===== config.mk =====
export PLATFORM = sky130hd
export DESIGN_NAME = cmd_responder_flat
export DESIGN_NICKNAME = d
export VERILOG_FILES = /design/src/rtl/cmd_responder_if.sv /design/src/rtl/cmd_responder.sv /design/src/flat_wrapper.sv
export SDC_FILE = /design/constraint.sdc
export NUM_CORES = 1
export LEC_CHECK = 0
export ABC_AREA = 1
export BUFFER_PORTS_ARGS = -buffer_cell sky130_fd_sc_hd__buf_2
export CELL_PAD_IN_SITES_DETAIL_PLACEMENT = 1
export CELL_PAD_IN_SITES_GLOBAL_PLACEMENT = 2
export CORE_UTILIZATION = 25
export DETAILED_ROUTE_END_ITERATION = 10
export GPL_TIMING_DRIVEN = 0
export PLACE_DENSITY = 0.69
export SYNTH_ARGS = -nofsm -noshare
export SYNTH_HDL_FRONTEND = slang
export SYNTH_SLANG_ARGS = --single-unit

===== constraint.sdc =====
create_clock -name iclk -period 2.3 [get_ports iclk]
set_input_delay 0 -clock iclk [delete_from_list [all_inputs] [get_ports iclk]]
set_output_delay 0 -clock iclk [all_outputs]
set_load 0.02 [all_outputs]

===== src/rtl/cmd_responder_if.sv =====
// Card-side SD CMD line bundle.
//   slave  : the responder (samples the host line, answers with responses)
//   master : host line driver + card logic (offers commands and responses)
// Signals:
//   icmd_sd                 host CMD line as seen by the card (idle high)
//   ocmd_sd / ocmd_oe       responder-driven CMD line and its output enable
//   ocmd_valid/index/arg    decoded good command
//   ocrc_err / oframe_err   receive error pulses
//   oresp_ready/iresp_*     response handshake and payload
//   oresp_timeout           no response offered in time
interface cmd_responder_if;
  logic         icmd_sd;
  logic         ocmd_sd;
  logic         ocmd_oe;
  logic         ocmd_valid;
  logic [5:0]   ocmd_index;
  logic [31:0]  ocmd_arg;
  logic         ocrc_err;
  logic         oframe_err;
  logic         oresp_ready;
  logic         iresp_valid;
  logic [1:0]   iresp_type;
  logic [119:0] iresp_data;
  logic         oresp_timeout;

  modport slave (
    input  icmd_sd, iresp_valid, iresp_type, iresp_data,
    output ocmd_sd, ocmd_oe, ocmd_valid, ocmd_index, ocmd_arg,
           ocrc_err, oframe_err, oresp_ready, oresp_timeout
  );

  modport master (
    output icmd_sd, iresp_valid, iresp_type, iresp_data,
    input  ocmd_sd, ocmd_oe, ocmd_valid, ocmd_index, ocmd_arg,
           ocrc_err, oframe_err, oresp_ready, oresp_timeout
  );
endinterface


===== src/rtl/cmd_responder.sv =====
// SD card-side CMD responder: deserialises 48-bit host commands, checks the
// frame and CRC7, reports index/argument, then serialises the response
// (short with CRC, R2 or R3) supplied by card logic after the Ncr gap.
// Ports:
//   iclk  SD clock, rising edge
//   irst  synchronous active-high reset
//   bus   cmd_responder_if.slave (CMD line, decoded command, response handshake)
module cmd_responder #(
  parameter int NCR     = 2,
  parameter int NCR_MAX = 64
) (
  input  logic            iclk,
  input  logic            irst,
  cmd_responder_if.slave  bus
);
  typedef enum logic [2:0] {
    IDLE, RCV_CMD, RCV_CRC, RCV_END, WAIT_RESP, SEND_RESP, SEND_CRC, SEND_END
  } state_t;

  localparam int         TW      = $clog2(NCR_MAX + 1);
  localparam logic [1:0] T_NONE  = 2'b00;
  localparam logic [1:0] T_R2    = 2'b10;
  localparam logic [1:0] T_R3    = 2'b11;

  // x^7 + x^3 + 1, serial MSB-first form
  function automatic logic [6:0] crc7_step(input logic [6:0] c, input logic b);
    logic fb;
    fb = b ^ c[6];
    return {c[5:0], 1'b0} ^ {3'b000, fb, 2'b00, fb};
  endfunction

  state_t         state;
  logic [38:0]    rx_sr;
  logic [6:0]     rx_crc;
  logic [6:0]     crc;
  logic [5:0]     rcnt;
  logic [126:0]   tx_sr;
  logic [6:0]     bcnt;     // payload bits still to drive after the start bit
  logic [2:0]     ccnt;
  logic [1:0]     tx_type;
  logic [6:0]     wcnt;
  logic [TW-1:0]  tcnt;

  logic           cmd_sd, cmd_oe, cmd_valid, crc_err, frame_err;
  logic           resp_ready, resp_timeout;
  logic [5:0]     cmd_index;
  logic [31:0]    cmd_arg;

  // R2 CRC covers only the 120 data bits: skip transmission bit + 6'b111111
  logic tx_crc_en;
  assign tx_crc_en = (tx_type != T_R2) || (bcnt <= 7'd120);

  always_ff @(posedge iclk) begin
    if (irst) begin
      state        <= IDLE;
      rx_sr        <= '0;
      rx_crc       <= '0;
      crc          <= '0;
      rcnt         <= '0;
      tx_sr        <= '0;
      bcnt         <= '0;
      ccnt         <= '0;
      tx_type      <= T_NONE;
      wcnt         <= '0;
      tcnt         <= '0;
      cmd_sd       <= 1'b1;
      cmd_oe       <= 1'b0;
      cmd_valid    <= 1'b0;
      crc_err      <= 1'b0;
      frame_err    <= 1'b0;
      resp_ready   <= 1'b0;
      resp_timeout <= 1'b0;
      cmd_index    <= '0;
      cmd_arg      <= '0;
    end else begin
      cmd_valid    <= 1'b0;
      crc_err      <= 1'b0;
      frame_err    <= 1'b0;
      resp_timeout <= 1'b0;
      case (state)
        IDLE: if (!bus.icmd_sd) begin
          // start bit is 0, so a zero-initialised CRC is unchanged by it
          state <= RCV_CMD;
          rcnt  <= 6'd38;
          crc   <= '0;
        end
        RCV_CMD: begin
          rx_sr <= {rx_sr[37:0], bus.icmd_sd};
          crc   <= crc7_step(crc, bus.icmd_sd);
          if (rcnt == 6'd0) begin
            state <= RCV_CRC;
            rcnt  <= 6'd6;
          end else rcnt <= rcnt - 6'd1;
        end
        RCV_CRC: begin
          rx_crc <= {rx_crc[5:0], bus.icmd_sd};
          if (rcnt == 6'd0) state <= RCV_END;
          else              rcnt  <= rcnt - 6'd1;
        end
        RCV_END: begin
          if (!rx_sr[38] || !bus.icmd_sd) begin
            frame_err <= 1'b1;
            state     <= IDLE;
          end else if (rx_crc != crc) begin
            crc_err <= 1'b1;
            state   <= IDLE;
          end else begin
            cmd_valid <= 1'b1;
            cmd_index <= rx_sr[37:32];
            cmd_arg   <= rx_sr[31:0];
            wcnt      <= '0;
            tcnt      <= '0;
            state     <= WAIT_RESP;
          end
        end
        WAIT_RESP: begin
          if (!resp_ready) begin
            if (wcnt == 7'(NCR - 2)) resp_ready <= 1'b1;
            else                     wcnt       <= wcnt + 7'd1;
          end else if (bus.iresp_valid) begin
            resp_ready <= 1'b0;
            tx_type    <= bus.iresp_type;
            crc        <= '0;
            if (bus.iresp_type == T_NONE) begin
              state <= IDLE;
            end else begin
              // start bit goes out now; tx_sr holds the rest left-aligned
              cmd_sd <= 1'b0;
              cmd_oe <= 1'b1;
              state  <= SEND_RESP;
              if (bus.iresp_type == T_R2) begin
                tx_sr <= {1'b0, 6'h3F, bus.iresp_data};
                bcnt  <= 7'd127;
              end else begin
                tx_sr <= {1'b0, (bus.iresp_type == T_R3) ? 6'h3F : cmd_index,
                          bus.iresp_data[31:0], 88'd0};
                bcnt  <= 7'd39;
              end
            end
          end else if (tcnt == TW'(NCR_MAX - 1)) begin
            resp_ready   <= 1'b0;
            resp_timeout <= 1'b1;
            state        <= IDLE;
          end else tcnt <= tcnt + 1'b1;
        end
        SEND_RESP: begin
          if (bcnt != 7'd0) begin
            cmd_sd <= tx_sr[126];
            tx_sr  <= {tx_sr[125:0], 1'b0};
            if (tx_crc_en) crc <= crc7_step(crc, tx_sr[126]);
            bcnt   <= bcnt - 7'd1;
          end else begin
            // payload done: first CRC bit (all ones for R3)
            cmd_sd <= (tx_type == T_R3) | crc[6];
            crc    <= {crc[5:0], 1'b0};
            ccnt   <= 3'd6;
            state  <= SEND_CRC;
          end
        end
        SEND_CRC: begin
          if (ccnt != 3'd0) begin
            cmd_sd <= (tx_type == T_R3) | crc[6];
            crc    <= {crc[5:0], 1'b0};
            ccnt   <= ccnt - 3'd1;
          end else begin
            cmd_sd <= 1'b1;  // end bit
            state  <= SEND_END;
          end
        end
        SEND_END: begin
          cmd_sd <= 1'b1;
          cmd_oe <= 1'b0;
          state  <= IDLE;
        end
        default: state <= IDLE;
      endcase
    end
  end

  assign bus.ocmd_sd       = cmd_sd;
  assign bus.ocmd_oe       = cmd_oe;
  assign bus.ocmd_valid    = cmd_valid;
  assign bus.ocmd_index    = cmd_index;
  assign bus.ocmd_arg      = cmd_arg;
  assign bus.ocrc_err      = crc_err;
  assign bus.oframe_err    = frame_err;
  assign bus.oresp_ready   = resp_ready;
  assign bus.oresp_timeout = resp_timeout;
endmodule


===== src/flat_wrapper.sv =====
// flat-port wrapper written by rule: the top's interface ports become plain ports
module cmd_responder_flat 
#(
  parameter int NCR     = 2,
  parameter int NCR_MAX = 64
)
  (iclk, irst, bus_icmd_sd, bus_iresp_valid, bus_iresp_type, bus_iresp_data, bus_ocmd_sd, bus_ocmd_oe, bus_ocmd_valid, bus_ocmd_index, bus_ocmd_arg, bus_ocrc_err, bus_oframe_err, bus_oresp_ready, bus_oresp_timeout);
  cmd_responder_if bus_i ();
  input  logic iclk;
  input  logic irst;
  input wire logic [$bits(bus_i.icmd_sd)-1:0] bus_icmd_sd;
  input wire logic [$bits(bus_i.iresp_valid)-1:0] bus_iresp_valid;
  input wire logic [$bits(bus_i.iresp_type)-1:0] bus_iresp_type;
  input wire logic [$bits(bus_i.iresp_data)-1:0] bus_iresp_data;
  output wire logic [$bits(bus_i.ocmd_sd)-1:0] bus_ocmd_sd;
  output wire logic [$bits(bus_i.ocmd_oe)-1:0] bus_ocmd_oe;
  output wire logic [$bits(bus_i.ocmd_valid)-1:0] bus_ocmd_valid;
  output wire logic [$bits(bus_i.ocmd_index)-1:0] bus_ocmd_index;
  output wire logic [$bits(bus_i.ocmd_arg)-1:0] bus_ocmd_arg;
  output wire logic [$bits(bus_i.ocrc_err)-1:0] bus_ocrc_err;
  output wire logic [$bits(bus_i.oframe_err)-1:0] bus_oframe_err;
  output wire logic [$bits(bus_i.oresp_ready)-1:0] bus_oresp_ready;
  output wire logic [$bits(bus_i.oresp_timeout)-1:0] bus_oresp_timeout;
  assign bus_i.icmd_sd = bus_icmd_sd;
  assign bus_i.iresp_valid = bus_iresp_valid;
  assign bus_i.iresp_type = bus_iresp_type;
  assign bus_i.iresp_data = bus_iresp_data;
  assign bus_ocmd_sd = bus_i.ocmd_sd;
  assign bus_ocmd_oe = bus_i.ocmd_oe;
  assign bus_ocmd_valid = bus_i.ocmd_valid;
  assign bus_ocmd_index = bus_i.ocmd_index;
  assign bus_ocmd_arg = bus_i.ocmd_arg;
  assign bus_ocrc_err = bus_i.ocrc_err;
  assign bus_oframe_err = bus_i.oframe_err;
  assign bus_oresp_ready = bus_i.oresp_ready;
  assign bus_oresp_timeout = bus_i.oresp_timeout;
  cmd_responder #(.NCR(NCR), .NCR_MAX(NCR_MAX)) u_core (.iclk(iclk), .irst(irst), .bus(bus_i));
endmodule

After elaboration in Yosys (flattened, before gate mapping). Index checks and enable logic that the tools add are counted.

Mux-type cells: 65. Eq/ne operators: 32. Reduce and logical (&&, ||, !) cells: 31. $add $sub $neg: 5. $lt $le $gt $ge: 1. Bitwise gates (word level): 10.

Operators with widths (number): 2-to-1 mux 127 bit (4); case mux 127 bit (2 select lines) (1); 2-to-1 mux 126 bit (1); 2-to-1 mux 7 bit (18); case mux 7 bit (2 select lines) (3); 2-to-1 mux 3 bit (12); case mux 7 bit (5 select lines) (1); != test 2 bit (second input constant) (13); 2-to-1 mux 6 bit (4); case mux 3 bit (8 select lines) (1); case mux 6 bit (3 select lines) (1); 2-to-1 mux 1 bit (16); adder 7 x 1 -> 7 bit (second input constant) (2); XOR 7 x 4 -> 7 bit (2); == test 3 bit (second input constant) (4); AND reduction 3 bit (4); AND reduction 6 bit (2); != test 2 x 1 -> 1 bit (second input constant) (5); AND reduction 5 bit (2); AND reduction 4 bit (2); nonzero test 2 bit (4); == test 7 x 6 -> 1 bit (second input constant) (1); <= comparator 7 bit (second input constant) (1); zero test 7 bit (1); other kinds (27) (39).

Input port bits: 126. Output and inout port bits: 45. Register bits: 260. Logic and storage cells: 164.

Logic depth before layout (Yosys ltp). Gate-level depths: netlist of the first run.

Word-level depth: 7. Mapped depth: 14. Mapped depth without buffers: 12.

Least setup slack after synthesis of the first run. OpenSTA, ideal clock, no wires.

Path type: register to register. From: reg u_core.state[0]. To: reg u_core.tcnt[6]. Data required time: 2.186 ns. Setup time: 0.114 ns. Setup slack: 0.592 ns. Buffers on the path: 0. Arrival time: 1.594 ns. Cell stages (with the launch flop): 11. Cell sequence: dfxtp_1 inv_1 ha_1 nand2_4 inv_2 nand2_1 o21ai_1 nor2_4 nand3_1 o21bai_1 inv_1.

Cells in the longest elaborated chain, start to end: 3. Elaborated cells between the ends (all ways): 10.

RTL lines: start: declaration (line cmd_responder.sv:32) `state_t state;`; start signal: assignment (line cmd_responder.sv:55) `state <= IDLE;`; start signal: assignment (line cmd_responder.sv:83) `state <= RCV_CMD;`; start signal: assignment (line cmd_responder.sv:91) `state <= RCV_CRC;`; == test 3 bit / == test 3 x 2 -> 1 bit (equally long branches) (line cmd_responder.sv:80) `case (state)`; != test 2 bit (no source line), or another cell as far along; AND reduction 6 bit (no source line); end signal: assignment (line cmd_responder.sv:144) `end else tcnt <= tcnt + 1'b1;`; end: declaration (line cmd_responder.sv:42) `logic [TW-1:0] tcnt;`.

Parallel ways exist; a longest one is shown, timed or not. A chain may end at the register's enable or synchronous reset.

Final worst setup path of the first run.
From: reg u_core.state[1]. To: reg u_core.tx_sr[61].

Cells in the longest elaborated chain, start to end: 3. Elaborated cells between the ends (all ways): 9.

RTL lines: == test 3 bit (line cmd_responder.sv:80); != test 2 x 1 -> 1 bit (no source line), or another cell as far along; AND reduction 5 bit (no source line); end signal: assignment (line cmd_responder.sv:132) `tx_sr <= {1'b0, 6'h3F, bus.iresp_data};`; end signal: assignment (line cmd_responder.sv:135) `tx_sr <= {1'b0, (bus.iresp_type == T_R3) ? 6'h3F : cmd_index,`; end signal: assignment (line cmd_responder.sv:149) `tx_sr <= {tx_sr[125:0], 1'b0};`; end: declaration (line cmd_responder.sv:37) `logic [126:0] tx_sr;`.

Parallel ways exist; a longest one is shown, timed or not.

==> results.toml, run 1 <==
[critical_path]
path_cells = "inv_1 -> ha_1 -> nand2_4 -> inv_2 -> nand2_4 -> o21ai_2 -> nand2_4 -> inv_4 -> clkbuf_4 -> buf_2 -> a21oi_1"
critical_path_required_ns = 2.71
end_kind = "flip-flop"
cpPeakStageDelay_ns = 0.34
critPathKind = "reg -> reg"
slowest_stage = "dfxtp_1"
cp_max_fo = 10
arrival_ns = 2.59
cpMostUsedCell = "nand2_4"
cp-start-kind = "flip-flop"

[sta]
setup_viol = 0
whs_ns = 0.0211
min_period_ns = 2.17
final-max-slew-violation-count = 0
worstMarginPinSlew_ns = 0.836
slew_headroom = 0.438
finalWorstSetupSlack_ns = 0.126
max_freq_mhz = 460
skew_ns = 0.0147
period_share = 0.945
hold_violations = 0

[clock_tree]
clkSlewWorstSetupHoldPaths_ns = 0.05
clock_path_buffers = 3
clock_sinks = 260
worstSkewPairLatency_ns = 0.54
cts_tree = "yes"
cts.root.buffer_cell = "clkbuf_16"
cts_setup_buffers = 0
cts_buffers = 35
htree_levels = 2

[global_route]
grt_overflow_total = 0
first_global_vias = 12400
grt_antenna_before_repair = 5
grt_pass1_wl_mm = 66.7
track_usage = 0.177
grt_start_max_net_pins = 12

[layout]
layout-drive-gt1-share = 0.159
finalInstanceArea_um2 = 15400
seq_area_um2 = 5200
fin_nets = 1991
fillCellCount = 5630
multi_input_area_um2 = 5260
areaGrowthSynthToFinish_pct = 33.7

[synth]
syn_inst = 1533
synth_edf_count = 0
ys_seq_area_frac = 0.451
synthDistinctLibCells = 39
synth_warnings = 0
synth_flop_cell = "dfxtp_1"
synth_async_sr_flop_share = 0
syn-cell-area_um2 = 11500
synth_nets = 1671
synth_seq_cells = 260
synth_area_per_cell_um2 = 7.53

[pwr]
leakage_nw = 6.53
ir_worst_vdd_v = 0.000557
clkPwrFrac = 0.411
swShare = 0.308
p_sw_w = 0.00396
power.density_nw_per_um2 = 832
p_int_w = 0.00889
combPwrFrac = 0.184
seqPwrFrac = 0.404

[die]
dieArea_um2 = 47000
core_region_area_um2 = 45500
start_util = 0.254
die_x_um = 217
io_pins = 171
rows = 78
die_h_um = 217

[drt]
remaining_drc_errors = 0
drt-total-wl_mm = 41.5
wire_per_inst_um = 16.7
drt_pass1_iterations = 4
drt_iter0_markers = 510
via_count = 11700
ant_nets = 0
via_per_inst = 4.72

[status]
outcome = "completed"

[placement]
io_buffers = 169
placed_cell_area_um2 = 13100
dp_slack_ns = 0.00492
dp_hpwl_mm = 29.0
place.gp.congestion = 0.791

[flow_run]
maxCapViolCount = 0

[worst_hold_path]
hp-class = "in -> reg"
## Yosys cell counts (5+ instances only)
library cell  count  area share
a22oi_1          86       0.056
inv_1           137       0.045
nor3b_1           5      0.0033
o211a_1           8      0.0069
a211oi_1         22       0.014
o21ai_1          72       0.031
buf_6            12       0.012
nand3_1          40       0.017
clkbuf_1         67       0.022
dfxtp_1         260        0.45
nor3_1           10      0.0043
buf_2            23       0.010
o21ai_0         161       0.070
a21oi_1         251        0.11
nand2_1         135       0.044
nor2_1          179       0.058
nand4_1          10      0.0054
ha_1             12       0.013
## timing repair
item,CTS,global route
resized for setup,1,35
hold buffers,115,0
endpoints found under the setup margin,2,131
hold endpoints to repair,125,0
## final timing paths
check                                from                       to  slack (ns)  cells past startpoint
setup / recovery          u_core.state[1]         u_core.tx_sr[61]        0.13                     11
hold / removal        bus_iresp_data[117]        u_core.tx_sr[117]        0.02                      6
setup reg to reg          u_core.state[1]         u_core.tx_sr[61]        0.13                     11
hold reg to reg   u_core.bus.ocmd_arg[10]  u_core.bus.ocmd_arg[10]        0.44                      2
## per-stage QoR
stage	total power, W	util	instances	setup TNS (ns)
floorplan	0.00671	-	1533	0
global placement	0.00744	0.289	2302	-0.000956
detailed placement	0.00749	0.289	2302	0
CTS	0.0130	0.338	2479	0
global route	0.0136	0.339	2481	-0.0675
finish	0.0128	0.339	2481	0
## area by class of cell
type / instances / share of cell area
clock buffer: 51 / 0.0645
sequential: 260 / 0.337
antenna: 3 / 0.000486
tap: 600 / 0.0486
multi-input combinational: 1019 / 0.341
inverter: 143 / 0.0349
clock inverter: 11 / 0.00641
buffer: 110 / 0.0377
timing repair buffer: 284 / 0.129
## power groups by stage
stage	clock, W	sequential (W)	combinational, W
floorplan	0	0.00521	0.00150
global placement	0	0.00528	0.00216
detailed placement	0	0.00529	0.00220
CTS	0.00545	0.00520	0.00238
global route	0.00563	0.00525	0.00272
finish	0.00528	0.00519	0.00237
## layer usage
metal	up-vias	part of all wire	track usage
met5	-	0.00048	0
met4	4	0.031	0.0660
met3	82	0.041	0.0338
met2	193	0.46	0.291
met1	5561	0.47	0.229
li1	5879	-	-
## kinds of logic after synthesis
family,after synthesis,share of synthesized area
AO/OA/AOI/OAI,609,0.294
buffers and inverters,254,0.0952
adder cells (fa/ha/maj),12,0.0130
AND/OR/NAND/NOR,392,0.142
XOR/XNOR,6,0.00455
flip-flops,260,0.451
## critical path, delay by kind of cell (launching register included)
| family | cells | cell delay, ns |
|---|---|---|
| flops | 1 | 0.34 |
| buf+inv | 5 | 0.94 |
| fa+ha+maj | 1 | 0.22 |
| simple gates | 3 | 0.33 |
| compound gates | 2 | 0.21 |
## registers in the layout (all words and copies together) (netlist names), 2 cells and up
| signal | count |
|---|---|
| u_core.ccnt | 3 |
| u_core.state | 3 |
| u_core.bus.ocmd_index | 6 |
| u_core.wcnt | 7 |
| u_core.tx_type | 2 |
| u_core.rcnt | 6 |
| u_core.bcnt | 7 |
| u_core.tcnt | 7 |
| u_core.crc | 7 |
| u_core.rx_sr | 39 |
| u_core.rx_crc | 7 |
| u_core.bus.ocmd_arg | 32 |
| u_core.tx_sr | 127 |
## layout by cell type (no fill, tap or decap), types with 73 or more instances in the layout
| master | instances |
|---|---|
| o21ai_1 | 73 |
| nor2_1 | 178 |
| buf_2 | 188 |
| o21ai_0 | 160 |
| a21oi_1 | 251 |
| a22oi_1 | 86 |
| nand2_1 | 135 |
| dfxtp_1 | 260 |
| dlygate4sd3_1 | 115 |
| inv_1 | 137 |
No activity file was read; power rests on OpenSTA's default activity.
==> run 2: changes to the inputs <==
Settings changed: CORE_UTILIZATION 25 to 30, GPL_ROUTABILITY_DRIVEN set to 0, PLACE_DENSITY 0.69 to 0.79.
==> results.toml, run 2 (same netlist as run 1, synthesis figures left out) <==
[sta]
tns_ns = 0
max_freq_mhz = 467
final-max-slew-violation-count = 0
period_share = 0.931
skew_ns = 0.0295
hold_violations = 1
whs_ns = -0.0000718
worstMarginPinSlew_ns = 0.819
setup_viol = 0
min_period_ns = 2.14
slew_headroom = 0.450

[layout]
fillCellCount = 4649
finalInstanceArea_um2 = 15300
largest_reg_flops = 127
areaGrowthSynthToFinish_pct = 32.3
fin_nets = 1991
utilization = 0.404
max_flop_register = "u_core.tx_sr"
mostFrequentLayoutCells = "260 x dfxtp_1, 250 x a21oi_1, 184 x buf_2, 178 x nor2_1, 161 x o21ai_0"
layout-drive-gt1-share = 0.158
mostFrequentLayoutCell = "dfxtp_1"

[critical_path]
cp-startpoint = "u_core.state[1]"
r2r_cells = 11
cp_max_fo = 10
arrival_ns = 2.59
critical_path_required_ns = 2.74
r2r_start = "u_core.state[1]"
cp-start-kind = "flip-flop"
critPathKind = "reg -> reg"
end_kind = "flip-flop"

[placement]
placed_cell_area_um2 = 13000
dp_hpwl_mm = 27.7
io_buffers = 169

[clock_tree]
clock_sinks = 260
clock_path_buffers = 3
cts_buffers = 31
clkSlewWorstSetupHoldPaths_ns = 0.06
cts_tree = "yes"
worstSkewPairLatency_ns = 0.58
cts.root.buffer_cell = "clkbuf_16"
htree_levels = 1

[die]
dieArea_um2 = 39300
die_x_um = 198
die_h_um = 198
io_pins = 171
rows = 71
start_util = 0.306
core_region_area_um2 = 37800

[global_route]
grt_start_max_net_pins = 17
track_usage = 0.207
grt_antenna_before_repair = 4
first_global_vias = 12400
grt_pass1_wl_mm = 65.4
grt_overflow_total = 0

[worst_hold_path]
hold_start = "bus_iresp_data[117]"
hold_depth = 6
hp-class = "in -> reg"

[drt]
drt_pass1_iterations = 5
via_per_inst = 4.98
remaining_drc_errors = 0
wire_per_inst_um = 17.0
drt_iter0_markers = 481
ant_nets = 0
drt-total-wl_mm = 40.7
via_count = 11900

[pwr]
ir_worst_vdd_v = 0.000612
leakage_nw = 6.50
power.total_w = 0.0124
power.density_nw_per_um2 = 811

[status]
outcome = "finished, violations left"
violations = "negative hold slack"

[flow_run]
maxCapViolCount = 0
[run 2: final cells by class]
class / instances / area (um^2) / share of cell area
buffer: 110 / 592 / 0.0388
timing repair buffer: 288 / 2040 / 0.133
antenna: 4 / 10.0 / 0.000656
clock inverter: 10 / 96.3 / 0.00631
sequential: 260 / 5200 / 0.341
multi-input combinational: 1019 / 5260 / 0.344
tap: 511 / 639 / 0.0419
inverter: 143 / 539 / 0.0353
clock buffer: 43 / 891 / 0.0583
[run 2: path summary, 6_finish.rpt]
check | end | slack (ns)
min | u_core.tx_sr[117] | -0.00007
max reg2reg | u_core.tx_sr[23] | 0.16
min reg2reg | u_core.bus.ocmd_arg[30] | 0.44
max | u_core.tx_sr[23] | 0.16
[run 2: routing by layer]
metal / global-route usage / part of all wire
met1: 0.267 / 0.46
met2: 0.359 / 0.47
met3: 0.0300 / 0.036
met4: 0.0566 / 0.026
met5: 0 / 0
[run 2: worst max-delay path, stage by stage (launching register included)]
cell and delay [ns]:
dfxtp_1 0.34, inv_1 0.09, ha_1 0.21, nand2_4 0.11
inv_2 0.21, nand2_4 0.11, o21ai_2 0.09, nand2_4 0.11
inv_4 0.13, clkbuf_4 0.26, buf_2 0.26, a21oi_1 0.09
[run 2: power breakdown]
group	total [W]	internal [W]	leakage [nW]	switching, W
Sequential	0.00521	0.00491	2.10	0.000294
Combinational	0.00237	0.000850	3.90	0.00152
Clock	0.00480	0.00280	0.490	0.00201
[run 2: timing repair]
item	4_1_cts	5_1_grt
hold buffers	119	0
gates resized for setup	0	37
setup buffers	0	0
endpoints found under the setup margin	0	141
endpoints found under the hold margin	134	0
[run 2: through the flow]
step           instances  setup WS (ns)  hold slack (ns)
4_1_cts             2385         0.0347          0.00201
5_1_grt             2388     -0.0000104           0.0549
6_report            2388          0.158       -0.0000718
3_3_place_gp        2213         0.0605            0.229
2_1_floorplan       1533          0.592           0.0774
3_5_place_dp        2213         0.0492            0.224
==> run 3: changes to the inputs <==
Settings changed: CORE_MARGIN set to 2, CORE_UTILIZATION 30 to 33, PLACE_DENSITY 0.79 to 0.85.
==> results.toml, run 3 (same netlist as run 1, synthesis figures left out) <==
[layout]
fin_nets = 1992
mostFrequentLayoutCells = "260 x dfxtp_1, 251 x a21oi_1, 181 x buf_2, 178 x nor2_1, 161 x o21ai_0"
mostFrequentLayoutCell = "dfxtp_1"
largest_reg_flops = 127
fillCellCount = 4284
layout-drive-gt1-share = 0.156
areaGrowthSynthToFinish_pct = 32.1
max_flop_register = "u_core.tx_sr"

[sta]
skew_ns = 0.0200
whs_ns = 0.0271
min_period_ns = 2.12
worstMarginPinSlew_ns = 0.806
period_share = 0.921
hold_violations = 0
setup_viol = 0
final-max-slew-violation-count = 0
max_freq_mhz = 472
rsz0062_at_grt = "no"
slew_headroom = 0.458
tns_ns = 0

[clock_tree]
cts_tree = "yes"
clock_path_buffers = 3
cts_setup_buffers = 0
htree_levels = 1
worstSkewPairLatency_ns = 0.57
cts.root.buffer_cell = "clkbuf_16"
cts_buffers = 30
clkSlewWorstSetupHoldPaths_ns = 0.06
clock_sinks = 260

[critical_path]
cp-endpoint = "u_core.tx_sr[78]"
critical_path_required_ns = 2.78
critPathKind = "reg -> reg"
path_cells = "inv_1 -> ha_1 -> nand2_4 -> inv_2 -> buf_2 -> clkbuf_1 -> a22oi_1 -> a21oi_1"
cp_max_fo = 10
slowest_stage = "clkbuf_1"
cpPeakStageDelay_ns = 0.40
r2r-end = "u_core.tx_sr[78]"
cp-startpoint = "u_core.state[1]"
end_kind = "flip-flop"
r2r_slack_ns = 0.18
arrival_ns = 2.60
r2r_start = "u_core.state[1]"
r2r_cells = 8
cp-start-kind = "flip-flop"

[drt]
drt_pass1_iterations = 5
wire_per_inst_um = 17.3
drt-total-wl_mm = 40.3
remaining_drc_errors = 0
via_count = 12000
drt_iter0_markers = 573
via_per_inst = 5.13
ant_nets = 0

[die]
io_pins = 171
rows = 68
die_h_um = 191
die_x_um = 191
core_region_area_um2 = 34500
dieArea_um2 = 36500
start_util = 0.335

[status]
outcome = "completed"

[pwr]
ir_worst_vdd_v = 0.000598
leakage_nw = 6.51
power.density_nw_per_um2 = 822

[placement]
io_buffers = 169
dp_hpwl_mm = 27.5

[global_route]
grt_overflow_total = 0
grt_antenna_before_repair = 3
track_usage = 0.219
first_global_vias = 12600
grt_start_max_net_pins = 15
grt_pass1_wl_mm = 65.0

[worst_hold_path]
hold_depth = 6
hp-class = "in -> reg"

[flow_run]
maxCapViolCount = 0
==> run 3: cell types whose count changed in the layout (fill, tap and decap cells not counted), sizes merged <==
cell         previous run  this run
inv                   143       142
clkinv                  8         5
diode                   4         2
clkbuf                120       124
buf                   202       199
bufinv                  1         3
dlygate4sd3           119       121
==> run 3: worst min-delay path by stage <==
stage	from	end	slack [ns]
2_1_floorplan	bus_iresp_valid	u_core.bus.oresp_timeout	0.08
3_5_place_dp	bus_iresp_valid	u_core.bus.oresp_timeout	0.23
3_3_place_gp	bus_iresp_valid	u_core.bus.oresp_timeout	0.23
6_report	bus_iresp_data[103]	u_core.tx_sr[103]	0.03
4_1_cts	bus_iresp_data[94]	u_core.tx_sr[94]	0.02
5_1_grt	bus_iresp_data[103]	u_core.tx_sr[103]	0.09
==> run 3: worst max-delay path, delay by kind of cell, from the launching register on <==
family / cells / cell delay, ns
AOI/OAI and AO/OA: 2 / 0.35
buffers and inverters: 4 / 1.04
DFF: 1 / 0.34
and+or+nand+nor: 1 / 0.11
adders and majority gates: 1 / 0.21
==> run 3: routing by layer <==
layer / global-route usage / up-vias / wire (um)
li1: - / 5882 / -
met1: 0.283 / 5754 / 18300
met2: 0.377 / 249 / 19200
met3: 0.0380 / 65 / 1980
met4: 0.0587 / 2 / 844
met5: 0 / - / 13
==> run 3: layout make-up <==
class,count,area [um^2],area share
multi-input combinational,1019,5260,0.345
antenna,2,5.00,0.000328
clock inverter,8,118,0.00771
sequential,260,5200,0.341
timing repair buffer,290,2060,0.135
clock buffer,44,905,0.0593
tap,455,569,0.0373
inverter,143,539,0.0354
buffer,110,598,0.0392
==> run 3: where the power goes <==
part,internal [W],switching [W]
Combinational,0.000850,0.00151
Sequential,0.00491,0.000294
Clock,0.00303,0.00195
==> run 3: timing repair <==
item | in CTS | in global routing
hold endpoints to repair | 133 | 0
hold buffers | 121 | 0
endpoints found under the setup margin | 0 | 145
resized for setup | 0 | 37
==> run 3: per-stage QoR <==
stage	instance area (um^2)	util	total power, W	worst slack (ns)	cells
floorplan	11500	-	0.00671	0.592	1533
global placement	13000	0.376	0.00738	0.104	2157
detailed placement	13000	0.376	0.00745	0.0551	2157
CTS	15200	0.441	0.0126	0.0408	2330
global route	15300	0.443	0.0132	0.00129	2331
finish	15300	0.443	0.0125	0.182	2331
